<file path="src/rtl/nes_pad_responder.sv">
// Virtual NES joypad: debounced board buttons are parallel-loaded into a
// 4021-style shift register while latch is high and shifted out on pulse rises.
module nes_pad_responder #(
  parameter int unsigned DEBOUNCE_CYCLES = 16'd50000,
  parameter int unsigned CNT_W           = 16
) (
  input  logic       clock,
  input  logic       reset_n,
  input  logic [7:0] buttons_raw,
  input  logic       ctlr_latch,
  input  logic       ctlr_pulse,
  output logic       ctlr_data,
  output logic [7:0] buttons_db,
  output logic [3:0] bit_count
);

  localparam bit              NO_DEBOUNCE = (DEBOUNCE_CYCLES == 0);
  localparam logic [CNT_W-1:0] CNT_LAST   = CNT_W'(NO_DEBOUNCE ? 0 : DEBOUNCE_CYCLES - 1);
  localparam logic [CNT_W-1:0] CNT_ONE    = CNT_W'(1);

  // Two-flop synchronizers; pulse side idles high like the console pin.
  logic       latch_meta_q, latch_s_q;
  logic       pulse_meta_q, pulse_s_q, pulse_prev_q;
  logic [7:0] btn_meta_q, btn_s_q;

  logic [7:0]       db_q, db_d;
  logic [CNT_W-1:0] cnt_q [8];
  logic [CNT_W-1:0] cnt_d [8];

  logic [7:0] sr_q, sr_d;
  logic [3:0] bit_cnt_q, bit_cnt_d;
  logic       pulse_rise;

  always_ff @(posedge clock or negedge reset_n) begin
    if (!reset_n) begin
      latch_meta_q <= 1'b0;
      latch_s_q    <= 1'b0;
      pulse_meta_q <= 1'b1;
      pulse_s_q    <= 1'b1;
      pulse_prev_q <= 1'b1;
      btn_meta_q   <= 8'h00;
      btn_s_q      <= 8'h00;
    end else begin
      latch_meta_q <= ctlr_latch;
      latch_s_q    <= latch_meta_q;
      pulse_meta_q <= ctlr_pulse;
      pulse_s_q    <= pulse_meta_q;
      pulse_prev_q <= pulse_s_q;
      btn_meta_q   <= buttons_raw;
      btn_s_q      <= btn_meta_q;
    end
  end

  // A bit flips only after DEBOUNCE_CYCLES consecutive disagreeing samples.
  always_comb begin
    db_d = db_q;
    for (int i = 0; i < 8; i++) begin
      cnt_d[i] = cnt_q[i];
      if (NO_DEBOUNCE) begin
        db_d[i]  = btn_s_q[i];
        cnt_d[i] = '0;
      end else if (btn_s_q[i] == db_q[i]) begin
        cnt_d[i] = '0;
      end else if (cnt_q[i] == CNT_LAST) begin
        db_d[i]  = btn_s_q[i];
        cnt_d[i] = '0;
      end else begin
        cnt_d[i] = cnt_q[i] + CNT_ONE;
      end
    end
  end

  always_ff @(posedge clock or negedge reset_n) begin
    if (!reset_n) begin
      db_q <= 8'h00;
      for (int i = 0; i < 8; i++) cnt_q[i] <= '0;
    end else begin
      db_q <= db_d;
      for (int i = 0; i < 8; i++) cnt_q[i] <= cnt_d[i];
    end
  end

  assign pulse_rise = pulse_s_q & ~pulse_prev_q;

  // Latch dominates: the register stays transparent and any pulse is dropped.
  always_comb begin
    sr_d      = sr_q;
    bit_cnt_d = bit_cnt_q;
    if (latch_s_q) begin
      sr_d      = ~db_q;
      bit_cnt_d = 4'd0;
    end else if (pulse_rise) begin
      sr_d = {1'b0, sr_q[7:1]};
      if (bit_cnt_q != 4'd8) bit_cnt_d = bit_cnt_q + 4'd1;
    end
  end

  always_ff @(posedge clock or negedge reset_n) begin
    if (!reset_n) begin
      sr_q      <= 8'hFF;
      bit_cnt_q <= 4'd0;
    end else begin
      sr_q      <= sr_d;
      bit_cnt_q <= bit_cnt_d;
    end
  end

  assign ctlr_data  = sr_q[0];
  assign buttons_db = db_q;
  assign bit_count  = bit_cnt_q;

endmodule
</file>
<file path="config.mk">
export PLATFORM = sky130hd
export DESIGN_NAME = nes_pad_responder
export DESIGN_NICKNAME = d
export VERILOG_FILES = /design/src/rtl/nes_pad_responder.sv
export SDC_FILE = /design/constraint.sdc
export NUM_CORES = 1
export LEC_CHECK = 0
export CAP_MARGIN = 10
export CORE_MARGIN = 5
export CORE_UTILIZATION = 27
export CTS_CLUSTER_DIAMETER = 50
export DETAILED_ROUTE_END_ITERATION = 7
export PLACE_DENSITY = 0.39
export RECOVER_POWER = 50
export SLEW_MARGIN = 20
export SYNTH_ARGS = -nofsm -noshare
export SYNTH_HDL_FRONTEND = slang
export SYNTH_SLANG_ARGS = --single-unit
export TNS_END_PERCENT = 10
</file>
<file path="constraint.sdc">
create_clock -name clock -period 2.2 [get_ports clock]
set_clock_uncertainty 0.1 [all_clocks]
set_input_delay 0.33 -clock clock [delete_from_list [all_inputs] [get_ports clock]]
set_output_delay 0.33 -clock clock [all_outputs]
set_load 0.005 [all_outputs]
</file>
==> results of run 1 <==
==> registers in the layout (all words and copies together) (netlist names) <==
name / cells
cnt_q: 128
latch_meta_q: 1
pulse_prev_q: 1
sr_q: 8
pulse_meta_q: 1
btn_meta_q: 8
bit_count: 4
btn_s_q: 8
latch_s_q: 1
buttons_db: 8
pulse_s_q: 1
==> final cells by class <==
| class | instances | area, sq um | area share [%] |
|---|---|---|---|
| inverter | 23 | 86.3 | 0.943 |
| multi-input combinational | 541 | 3400 | 37.1 |
| clock inverter | 10 | 118 | 1.28 |
| timing repair buffer | 35 | 349 | 3.81 |
| clock buffer | 22 | 484 | 5.29 |
| tap | 384 | 480 | 5.25 |
| sequential | 169 | 4240 | 46.3 |
==> metal layers <==
metal | vias to the layer above | track usage (%)
met5 | - | 0
met4 | 0 | 2.83
met3 | 11 | 2.47
met2 | 66 | 15.7
met1 | 2623 | 13.8
li1 | 2664 | -
==> power breakdown <==
group / leakage [nW] / internal [mW] / total, mW / switching [mW]
clock network: 0.284 / 1.79 / 3.01 / 1.22
logic: 1.09 / 0.0957 / 0.255 / 0.159
registers: 2.26 / 3.20 / 3.26 / 0.0608
total: 3.63 / 5.09 / 6.52 / 1.44
==> path summary, 6_finish.rpt <==
path	endpoint	start	cells after the start	slack (ns)
setup reg to reg	buttons_db[6]	cnt_q[29]	4	0.34
setup / recovery	ctlr_data	sr_q[0]	1	0.31
min in group asynchronous	cnt_q[108]	reset_n	2	0.51
hold reg to reg	btn_s_q[4]	btn_meta_q[4]	0	0.25
max in group asynchronous	pulse_s_q	reset_n	3	0.44
hold / removal	btn_s_q[4]	btn_meta_q[4]	0	0.25
==> logic make-up after synthesis <==
| family | count (synthesis) | share of synthesized area, % |
|---|---|---|
| compound gates | 31 | 3.03 |
| xor+xnor | 117 | 13.1 |
| fa+ha+maj | 10 | 1.60 |
| buf+inv | 36 | 2.10 |
| flops | 169 | 54.4 |
| mux | 10 | 1.41 |
| simple gates | 373 | 24.3 |
==> cells in the final DEF (no fill, tap or decap), types with 3 or more instances in the layout <==
cell type,instances
sky130_fd_sc_hd__clkbuf_16,17
sky130_fd_sc_hd__dlygate4sd3_1,11
sky130_fd_sc_hd__nor4b_1,4
sky130_fd_sc_hd__o41ai_4,3
sky130_fd_sc_hd__mux2_2,8
sky130_fd_sc_hd__clkdlybuf4s50_1,13
sky130_fd_sc_hd__nand4_1,37
sky130_fd_sc_hd__buf_4,7
sky130_fd_sc_hd__or4_1,4
sky130_fd_sc_hd__and3_1,16
sky130_fd_sc_hd__inv_1,23
sky130_fd_sc_hd__nor4bb_1,8
sky130_fd_sc_hd__clkbuf_8,4
sky130_fd_sc_hd__dfstp_2,11
sky130_fd_sc_hd__nand3_1,47
sky130_fd_sc_hd__o21ai_0,10
sky130_fd_sc_hd__a21oi_1,12
sky130_fd_sc_hd__or3_1,3
sky130_fd_sc_hd__clkinvlp_4,4
sky130_fd_sc_hd__xor2_1,30
sky130_fd_sc_hd__dfrtp_1,158
sky130_fd_sc_hd__nor2_1,143
sky130_fd_sc_hd__nor4b_2,3
sky130_fd_sc_hd__nor3_1,27
sky130_fd_sc_hd__ha_1,10
sky130_fd_sc_hd__xnor2_1,87
sky130_fd_sc_hd__nor4_1,31
sky130_fd_sc_hd__o31ai_1,4
sky130_fd_sc_hd__nand2_1,38
sky130_fd_sc_hd__nand3b_1,3
==> results list, run 1 <==
- Outcome: finished clean
- The detail route stage leaves a number of antenna-violating nets equal to 0.
- 25 I/O pins were placed.
- Min Clock Period, post-route: between 1.5 and 2 ns
* Dpl hpwl: 10500 um
- Crit path max fanout: 2
- Area after DPL: about 8600 sq um
* Crit-path max cell delay: between 0.5 and 0.6 ns
- Asr flop ratio synth: 100%
* Data arrival time of the worst path: 1.46 ns
- Antenna diode count: 0
- Buffers inserted by post-CTS timing repair: 0
- Layout Utilization: 32.0%
* Cell chosen for the clock root: sky130_fd_sc_hd__clkbuf_16
- In the final design database the tool counted 809 nets.
- Type of the worst min-delay path: flop to flop
- Uppermost layer routed: met4
- Sinks on Clock Net: 169
- Residual DRC count: 0
* Synthesized flop and latch total: 169
- Post-layout power: 6.52 mW
* Required time reported for the critical path endpoint: 1.77 ns
* Maximum ir drop on the vdd rail: 0.511 mV
* Top post-synthesis cells by count: 158 x sky130_fd_sc_hd__dfrtp_1, 143 x sky130_fd_sc_hd__nor2_1, 87 x sky130_fd_sc_hd__xnor2_1
- First-pass DRT Iterations: 4
* Routed len/inst: roughly 13 um
- The tool flagged a number of max-cap violations equal to 0.
- Summing all non-filler instances in the final layout gives an area of 9160 sq um.
- After clock tree synthesis, the clock-pin slew on the worst setup and hold paths is about 0.06 ns.
- Global routing consumed, over all layers together, 10.0% of the routing resources.
- Synth warn: 0
- Number of global-route vias before repair: 5513
- Pin count of the biggest net entering global routing: 56
- Setup repair after global routing left no endpoint under its margin.
- The share of synthesized area in the top cell type comes to 50.7%.
- DRT iter0 DRCs: 311
* Min Hold Slack: 0.248 ns
- Worst Setup Start Kind: flop
- Power per standard cell area: 712 nW/um^2
- Met3 layer wire length in the routed design: approximately 420 um
- The slowest stage of the critical path belongs to the cell sky130_fd_sc_hd__dfstp_2.
* Worst Path Buf+Inv: 1
- The finished layout holds 1184 standard cells, fillers aside.
- Post-Syn Instances: 746
- Ranked by total cell area, the synthesized netlist is headed by sky130_fd_sc_hd__dfrtp_1 51%, sky130_fd_sc_hd__xnor2_1 9.8%, sky130_fd_sc_hd__nor2_1 6.9%.
- Routability-driven placement finished with a final weighted congestion of 0.792.
- The floorplan step set the die width to 180 um.
- Post-CTS Resized: 0
- The critical path goes through clkdlybuf4s50_1.
* Final clock period utilization by the worst path: a little under nine tenths
- Count of different cell masters after synthesis: 37
- Across all setup checks in the final design, the least slack found is 0.305 ns.
* Most numerous cell in the Yosys netlist: sky130_fd_sc_hd__dfrtp_1
- Synthesized Nets: 768
- H-tree levels: 4
- P_leak: 3.63 nW
- Buffers inserted to repair hold after CTS numbered 1.
- During placement, the flow inserted port buffers numbering 24.
- Later-pin clock latency in the skew report: roughly 0.42 ns
- Leftover overflow at the end of global routing: 0
- In the final routing, the length of wire on met1 measures 7680 um.
- The cell family contributing the most delay on the critical path is flip-flops.
* Setup violators final: 0
- Sequential elements use 54.4% of the synthesized area.
* Synthesized cell area: between 7000 and 8000 sq um
- Core Rows: 62
- Filler cell count in the final layout: roughly 2900
- The final-report hold violation count was 0.
* Final wirelength: about 15000 um
- The clock passes through at most 2 buffers.
* Die height: ~180 um
* Initial antenna violation count: 0
- Setup total negative slack on the finished layout was measured at 0 ns.
- Max transition margin: 35.0%
* Wire length of the first global-routing pass: 27300 um
- Library cell with the largest summed area after synthesis: sky130_fd_sc_hd__dfrtp_1
- Wire segments on met2 add up to 7150 um in the final route.
- Highest clock frequency the design can meet: about 530 MHz
- The detailed router placed between 5000 and 6000 vias in this run.
* Core area: 28600 sq um
- Classification of the worst setup path: flop to output pin
- Number of synthesized flops with an enable pin: 0
- Layout overhead on the synthesized area: 17.4%
* Worst Max-Slew Pin Slew: 0.975 ns
- The max-slew violation count is 0.
- Using the TritonRoute via totals, the vias-per-cell ratio works out to about 4.5.
- Timing analysis after detailed placement gives a worst setup slack of 0.380 ns.
- Dividing the synthesized area by the synthesized cell count gives 10.5 sq um.
- The post-route netlist has about 9% of its cells at a drive strength greater than 1.
* Predominant post-synthesis flop cell: sky130_fd_sc_hd__dfrtp_1
- TritonCTS built the clock tree.
- The floorplan step defined a die boundary enclosing 32400 sq um.
- Initial cell density of the core: 27.3%
- Counting tap cells, the placed design contains a total of about 1200 instances.
- STA classifies the critical path endpoint as an output pin.
- In this run, CTS created clock tree buffers numbering 17.
No activity file was read; power rests on OpenSTA's default activity.
==> run 2: changes to the inputs <==
- SLEW_MARGIN: 20 -> default
==> results of run 2 <==
The final DEF is identical to that of run 1; final timing and power are the same.
